**config.mk**
```make
export PLATFORM = sky130hd
export DESIGN_NAME = mem_port_arbiter
export DESIGN_NICKNAME = d
export VERILOG_FILES = /design/src/rtl/mem_port_arbiter.sv
export SDC_FILE = /design/constraint.sdc
export NUM_CORES = 1
export LEC_CHECK = 0
export CORE_MARGIN = 4
export CORE_UTILIZATION = 44
export CTS_BUF_LIST = sky130_fd_sc_hd__clkbuf_16
export DETAILED_ROUTE_END_ITERATION = 10
export PLACE_DENSITY_LB_ADDON = 0.15
export SETUP_SLACK_MARGIN = 0.3
export SKIP_CTS_REPAIR_TIMING = 1
export SLEW_MARGIN = 10
export SYNTH_ARGS = -nofsm -noshare
export SYNTH_HDL_FRONTEND = slang
export SYNTH_SLANG_ARGS = --single-unit
```
**constraint.sdc**
```tcl
create_clock -name clk -period 4.6 [get_ports clk]
set_clock_uncertainty 0.05 [all_clocks]
set_input_delay 0.92 -clock clk [delete_from_list [all_inputs] [get_ports clk]]
set_output_delay 0.92 -clock clk [all_outputs]
set_load 0.02 [all_outputs]
```
**src/rtl/mem_port_arbiter.sv**
```systemverilog
// Shared memory-port arbiter for the fetch (I) and data (D) requesters.
// One access at a time: IDLE grants, BUSY waits for mem_ready (or the
// watchdog), RESP pulses the owner's done for one cycle, then back to IDLE.
//
// Handshake: a requester raises req and holds it, with address and data
// stable, until its done pulse. done is high for exactly one cycle. The
// pipeline advances on the edge that ends that cycle. On the memory side,
// mem_valid/mem_we/mem_addr/mem_wdata are stable while mem_valid is high.
// Memory finishes the access in the cycle it raises mem_ready, and mem_rdata
// must be valid in that same cycle. mem_ready is ignored when mem_valid is low.
module mem_port_arbiter #(
    parameter int          MAX_D_STREAK = 4,
    parameter int          TIMEOUT      = 64,
    parameter logic [31:0] ERR_DATA     = 32'hDEADBEEF
) (
    input  logic        clk,
    input  logic        reset_n,
    input  logic        i_req,
    input  logic [31:0] i_addr,
    output logic [31:0] i_rdata,
    output logic        i_done,
    input  logic        d_req,
    input  logic        d_we,
    input  logic [31:0] d_addr,
    input  logic [31:0] d_wdata,
    output logic [31:0] d_rdata,
    output logic        d_done,
    output logic        mem_valid,
    output logic        mem_we,
    output logic [31:0] mem_addr,
    output logic [31:0] mem_wdata,
    input  logic [31:0] mem_rdata,
    input  logic        mem_ready,
    output logic        StallI,
    output logic        StallM,
    output logic        timeout_err,
    output logic [1:0]  dbg_state
);

    typedef enum logic [1:0] {
        S_IDLE = 2'd0,
        S_BUSY = 2'd1,
        S_RESP = 2'd2
    } state_t;

    localparam int SW = $clog2(MAX_D_STREAK + 1);
    localparam int WW = (TIMEOUT > 1) ? $clog2(TIMEOUT) : 1;
    localparam logic [SW-1:0] STREAK_MAX = SW'(MAX_D_STREAK);
    localparam logic [WW-1:0] WD_LAST    = (TIMEOUT > 0) ? WW'(TIMEOUT - 1) : '0;

    state_t        state_q, state_d;
    logic          owner_q, owner_d;          // 1 = D owns the port, 0 = I
    logic [SW-1:0] streak_q, streak_d;
    logic [WW-1:0] wd_q, wd_d;
    logic          mem_valid_q, mem_valid_d;
    logic          mem_we_q, mem_we_d;
    logic [31:0]   mem_addr_q, mem_addr_d;
    logic [31:0]   mem_wdata_q, mem_wdata_d;
    logic [31:0]   i_rdata_q, i_rdata_d;
    logic [31:0]   d_rdata_q, d_rdata_d;
    logic          i_done_q, i_done_d;
    logic          d_done_q, d_done_d;
    logic          timeout_err_q, timeout_err_d;
    logic          busy_end;

    // Next-state logic: grant, memory wait with watchdog, single-cycle response.
    always_comb begin
        state_d       = state_q;
        owner_d       = owner_q;
        streak_d      = streak_q;
        wd_d          = wd_q;
        mem_valid_d   = mem_valid_q;
        mem_we_d      = mem_we_q;
        mem_addr_d    = mem_addr_q;
        mem_wdata_d   = mem_wdata_q;
        i_rdata_d     = i_rdata_q;
        d_rdata_d     = d_rdata_q;
        timeout_err_d = timeout_err_q;
        i_done_d      = 1'b0;
        d_done_d      = 1'b0;
        busy_end      = 1'b0;

        case (state_q)
            S_IDLE: begin
                // D has priority unless it has used up its streak while I waits.
                if (d_req && !(i_req && streak_q == STREAK_MAX)) begin
                    owner_d     = 1'b1;
                    mem_we_d    = d_we;
                    mem_addr_d  = d_addr;
                    mem_wdata_d = d_wdata;
                    mem_valid_d = 1'b1;
                    wd_d        = '0;
                    state_d     = S_BUSY;
                    if (!i_req) begin
                        streak_d = '0;
                    end else if (streak_q != STREAK_MAX) begin
                        streak_d = streak_q + 1'b1;
                    end
                end else if (i_req) begin
                    owner_d     = 1'b0;
                    mem_we_d    = 1'b0;
                    mem_addr_d  = i_addr;
                    mem_wdata_d = '0;
                    mem_valid_d = 1'b1;
                    wd_d        = '0;
                    streak_d    = '0;
                    state_d     = S_BUSY;
                end
            end
            S_BUSY: begin
                if (mem_ready) begin
                    if (!owner_q) begin
                        i_rdata_d = mem_rdata;
                    end else if (!mem_we_q) begin
                        d_rdata_d = mem_rdata;
                    end
                    busy_end = 1'b1;
                end else if (TIMEOUT != 0 && wd_q == WD_LAST) begin
                    // Memory never answered: return a recognisable error word.
                    timeout_err_d = 1'b1;
                    if (!owner_q) begin
                        i_rdata_d = ERR_DATA;
                    end else if (!mem_we_q) begin
                        d_rdata_d = ERR_DATA;
                    end
                    busy_end = 1'b1;
                end else begin
                    wd_d = wd_q + 1'b1;
                end
                if (busy_end) begin
                    mem_valid_d = 1'b0;
                    mem_we_d    = 1'b0;
                    i_done_d    = ~owner_q;
                    d_done_d    = owner_q;
                    state_d     = S_RESP;
                end
            end
            S_RESP: begin
                // No re-arbitration here, so a still-high req is not granted twice.
                state_d = S_IDLE;
            end
            default: begin
                state_d     = S_IDLE;
                mem_valid_d = 1'b0;
                mem_we_d    = 1'b0;
            end
        endcase
    end

    // State and registered outputs, cleared asynchronously on reset.
    always_ff @(posedge clk or negedge reset_n) begin
        if (!reset_n) begin
            state_q       <= S_IDLE;
            owner_q       <= 1'b0;
            streak_q      <= '0;
            wd_q          <= '0;
            mem_valid_q   <= 1'b0;
            mem_we_q      <= 1'b0;
            mem_addr_q    <= '0;
            mem_wdata_q   <= '0;
            i_rdata_q     <= '0;
            d_rdata_q     <= '0;
            i_done_q      <= 1'b0;
            d_done_q      <= 1'b0;
            timeout_err_q <= 1'b0;
        end else begin
            state_q       <= state_d;
            owner_q       <= owner_d;
            streak_q      <= streak_d;
            wd_q          <= wd_d;
            mem_valid_q   <= mem_valid_d;
            mem_we_q      <= mem_we_d;
            mem_addr_q    <= mem_addr_d;
            mem_wdata_q   <= mem_wdata_d;
            i_rdata_q     <= i_rdata_d;
            d_rdata_q     <= d_rdata_d;
            i_done_q      <= i_done_d;
            d_done_q      <= d_done_d;
            timeout_err_q <= timeout_err_d;
        end
    end

    assign mem_valid   = mem_valid_q;
    assign mem_we      = mem_we_q;
    assign mem_addr    = mem_addr_q;
    assign mem_wdata   = mem_wdata_q;
    assign i_rdata     = i_rdata_q;
    assign d_rdata     = d_rdata_q;
    assign i_done      = i_done_q;
    assign d_done      = d_done_q;
    assign timeout_err = timeout_err_q;
    assign dbg_state   = state_q;
    assign StallI      = i_req & ~i_done_q;
    assign StallM      = d_req & ~d_done_q;

endmodule

```
# After elaboration in Yosys (flattened, before gate mapping)
# Cells that the tools add are included.
# W data, S select, Z words.
[classes]
n_reduce_logical = 15
mux = 42
bitwise = 8
add_sub_neg = 2
eq_ne = 10
[op_table]
columns = ["op", "count"]
rows = [
  ["$mux W32", 14],
  ["$mux W6", 4],
  ["$mux W1", 13],
  ["$mux W3", 4],
  ["$pmux W6 S2", 1],
  ["$reduce_and A3 Y1", 4],
  ["$reduce_and A4 Y1", 2],
  ["$add A6 B1 Y6 const B", 1],
  ["$eq A6 B6 Y1 const B", 1],
  ["$mux W2", 3],
  ["$ne A2 B2 Y1 const B", 3],
  ["$ne A3 B3 Y1 const B", 2],
  ["$not A1 Y1", 6],
  ["$pmux W1 S3", 2],
  ["$reduce_bool A2 Y1", 3],
  ["$pmux W2 S2", 1],
  ["$reduce_and A2 Y1", 2],
  ["$add A3 B1 Y3 const B", 1],
  ["$eq A3 B3 Y1 const B", 1],
  ["$ne A3 B2 Y1 const B", 1],
  ["$and A1 B1 Y1", 2],
  ["$eq A2 B1 Y1 const B", 1],
  ["$eq A2 B2 Y1 const B", 1],
  ["$logic_and A1 B1 Y1", 2],
  ["other kinds (2)", 2],
]
[totals]
regBits = 145
out_inout_bits = 137
in_bits = 134
elab_cells = 90

# Longest topological paths before layout
[logic_depth]
depth_word = 6
ltp_mapped = 7
depth_no_buf = 6

# Least setup slack after synthesis
# No wires, ideal clock.
[synth_path]
path_type = "input-to-output"
start = "input port i_req"
end = "output port StallI"
n_path_buf = 0
path_slack_ns = 2.383
cell_stages = 1
t_arrival_ns = 1.247
path_cell_list = "nor2b_1"
[synth_via]
elab_chain_len = 1
[synth_lines]
columns = ["item", "line_no", "source"]
rows = [
  ["start: declaration", "18", "input logic i_req,"],
  ["$and A1 B1 Y1", "193", "assign StallI = i_req & ~i_done_q;"],
  ["end: declaration", "34", "output logic StallI,"],
]
# Every way passes these cells.

# Worst setup path in the final report
# Same ends and word-level chain as after synthesis.

==> results.toml <==
[final_layout]
antennaDiodeCount = 0
drive_gt1_share_pct = 6.42
fillers = 940
synthToLayoutAreaGrowth_pct = 58.5
num-nets-final = 842
design_area_mm2 = 0.00914

[routing]
via_per_inst = 5.26
wire_per_inst_um = 19.3
first_iter_violations = 295
drtPass1Iterations = 4
ant_nets = 0
vias = 4667
wirelength_mm = 17.1
drcViolationCount = 0

[sta]
worstMarginPinSlew_ps = 1090
fin_crit_ps = 3410
min_period_over_period_pct = 74.2
slew-limit-headroom_pct = 27.1
slew_viol_final = 0
finalHoldViolCount = 0
whs_ps = 407
rsz0062_at_grt = "false"
tns_ps = 0
setup_viol = 0
fmax_mhz = 293
worst_slack_ps = 1190

[clocking]
clock-sinks = 145
cts_buffer_depth = 2
insertion_delay_ps = 410
root_buffer = "clkbuf_16"
h-tree-depth = 4
cts_tree = "yes"
cts.reportedPaths.clkPinSlew_ps = 60
cts-buffers-inserted = 17

[critical_path]
worst_ep_required_time_ps = 3630
worstSetupPathType = "input pin to output port"
cp-end-kind = "output port"
startpoint_type = "input pin"
critical_path_buf_inv_count = 2
path_cells = "clkdlybuf4s50_1 -> nor2b_1 -> clkdlybuf4s50_1"
cpPeakStageDelay_ps = 670
path_max_fanout = 6
cpLargestDelayFamily = "buffers and inverters"
worstPathArrival_ps = 2440
cpMaxStageDelayCell = "clkdlybuf4s50_1"
crit_top_cell = "clkdlybuf4s50_1"

[grt]
grt_max_degree = 83
grt_pass1_vias = 5001
overflow = 0
grt_antenna_before_repair = 0
grtUsageTotal_pct = 23.0
grt_pass1_wl_mm = 26.6

[place]
place_area_mm2 = 0.00854
numPortBuffers = 270
dp_hpwl_mm = 12.6
gp_congestion = 0.770
dp_worst_setup_slack_ps = 1170

[logic_synthesis]
syn_inst = 446
yosys-top-cells-count = "145 x dfrtp_1, 48 x a22o_1, 44 x o22a_1"
yosysTopAreaCell = "dfrtp_1"
syn-cell-area_mm2 = 0.00577
post-synth-top-count-cell = "dfrtp_1"
ys_ff_latch = 145
yosys_most_used_dff = "dfrtp_1"
synth_edf_count = 0
synth_warnings = 0
yosys.area.top_type_share_pct = 62.9
netlist-cell-type-count = 45
seq_area_frac_synth_pct = 62.9
synth_area_leaders = "dfrtp_1 63%, a22o_1 7.3%, o22a_1 6.7%, mux2i_1 5.6%, o21ai_0 3.4%"
avgSynthCellArea_um2 = 12.9
synth_fp_nets = 583
synthArstFlopShare_pct = 100

[flow_run]
maxCapViolations = 0

[hold_path]
hold_path_class = "flip-flop to flip-flop"

[floorplanning]
die_w_um = 122
rows = 41
ioPinCount = 271
coreArea_mm2 = 0.0127
start_util_pct = 45.3
dieArea_mm2 = 0.0150
dieHeight_um = 122

[power_and_ir_drop]
p_leak_nw = 3.92
p_per_area_mw_per_mm2 = 708
irDropWorstVdd_v = 0.000365

[outcome]
outcome = "finished clean"
## power breakdown
part / internal [mW] / switching (mW)
logic: 1.45 / 1.43
clock network: 0.892 / 0.502
registers: 1.85 / 0.347
## per-stage QoR
| stage | total power [mW] | utilization, % | cells |
|---|---|---|---|
| 2_1_floorplan | 3.60 | - | 446 |
| 3_3_place_gp | 5.04 | 67.1 | 858 |
| 3_5_place_dp | 5.12 | 67.1 | 858 |
| 4_1_cts | 6.53 | 71.8 | 888 |
| 5_1_grt | 6.80 | 71.8 | 888 |
| 6_report | 6.47 | 71.8 | 888 |
## sequential cells by signal, summed over array words and instances (netlist names)
| signal | cells |
|---|---|
| d_done | 1 |
| timeout_err | 1 |
| owner_q | 1 |
| mem_addr | 32 |
| i_rdata | 32 |
| streak_q | 3 |
| wd_q | 6 |
| mem_we | 1 |
| mem_valid | 1 |
| mem_wdata | 32 |
| i_done | 1 |
| d_rdata | 32 |
| dbg_state | 2 |
## final timing paths
path	start	endpoint	slack, ps	cells after the start
max in group asynchronous	reset_n	d_rdata[26]	2980	2
worst min-delay path	timeout_err	timeout_err	410	1
min in group asynchronous	reset_n	i_rdata[3]	500	1
worst min register to register	timeout_err	timeout_err	410	1
worst max-delay path	i_req	StallI	1190	3
worst max register to register	dbg_state[0]	d_rdata[0]	2150	4
## metal layers
metal / track usage (%) / vias to the layer above / routed length [um]
met1: 27.1 / 2294 / 6710
li1: - / 2174 / -
met2: 39.3 / 165 / 8720
met5: 0 / - / 0
met4: 9.59 / 0 / 482
met3: 6.91 / 34 / 1220
## cell usage in the layout (no fill, tap or decap), types with 3 or more instances in the layout
master / count
a21oi_1: 4
a22o_1: 48
and2_1: 3
buf_4: 3
bufinv_16: 4
clkbuf_16: 17
clkdlybuf4s50_1: 269
clkinv_1: 4
dfrtp_1: 145
ha_1: 3
inv_1: 4
mux2i_1: 32
nand2_1: 41
nand3_1: 3
nand4_1: 3
nor2_1: 5
o211ai_1: 3
o21ai_0: 38
o22a_1: 44
o22a_2: 4
## cell families after synthesis
| logic type | count (synthesis) | share of synthesized area [%] |
|---|---|---|
| AO/OA/AOI/OAI | 154 | 20.8 |
| flip-flops | 145 | 62.9 |
| AND/OR/NAND/NOR | 72 | 6.05 |
| buffers and inverters | 39 | 3.82 |
| multiplexers | 32 | 5.56 |
| adder cells (fa/ha/maj) | 3 | 0.651 |
| XOR/XNOR | 1 | 0.152 |
## worst register-to-register path: cells and delay by family (launching register included)
family             cells  cell delay (ps)
and+or+nand+nor        3             1210
DFF                    1              610
AOI/OAI and AO/OA      1              470
## layout make-up
type / count / area (um^2) / share of cell area, %
tap: 172 / 215 / 2.36
timing repair buffer: 274 / 2750 / 30.1
clock buffer: 17 / 425 / 4.66
clock inverter: 13 / 170 / 1.86
inverter: 5 / 18.8 / 0.205
sequential: 145 / 3630 / 39.7
multi-input combinational: 262 / 1930 / 21.1
No activity file was read; power rests on OpenSTA's default activity.
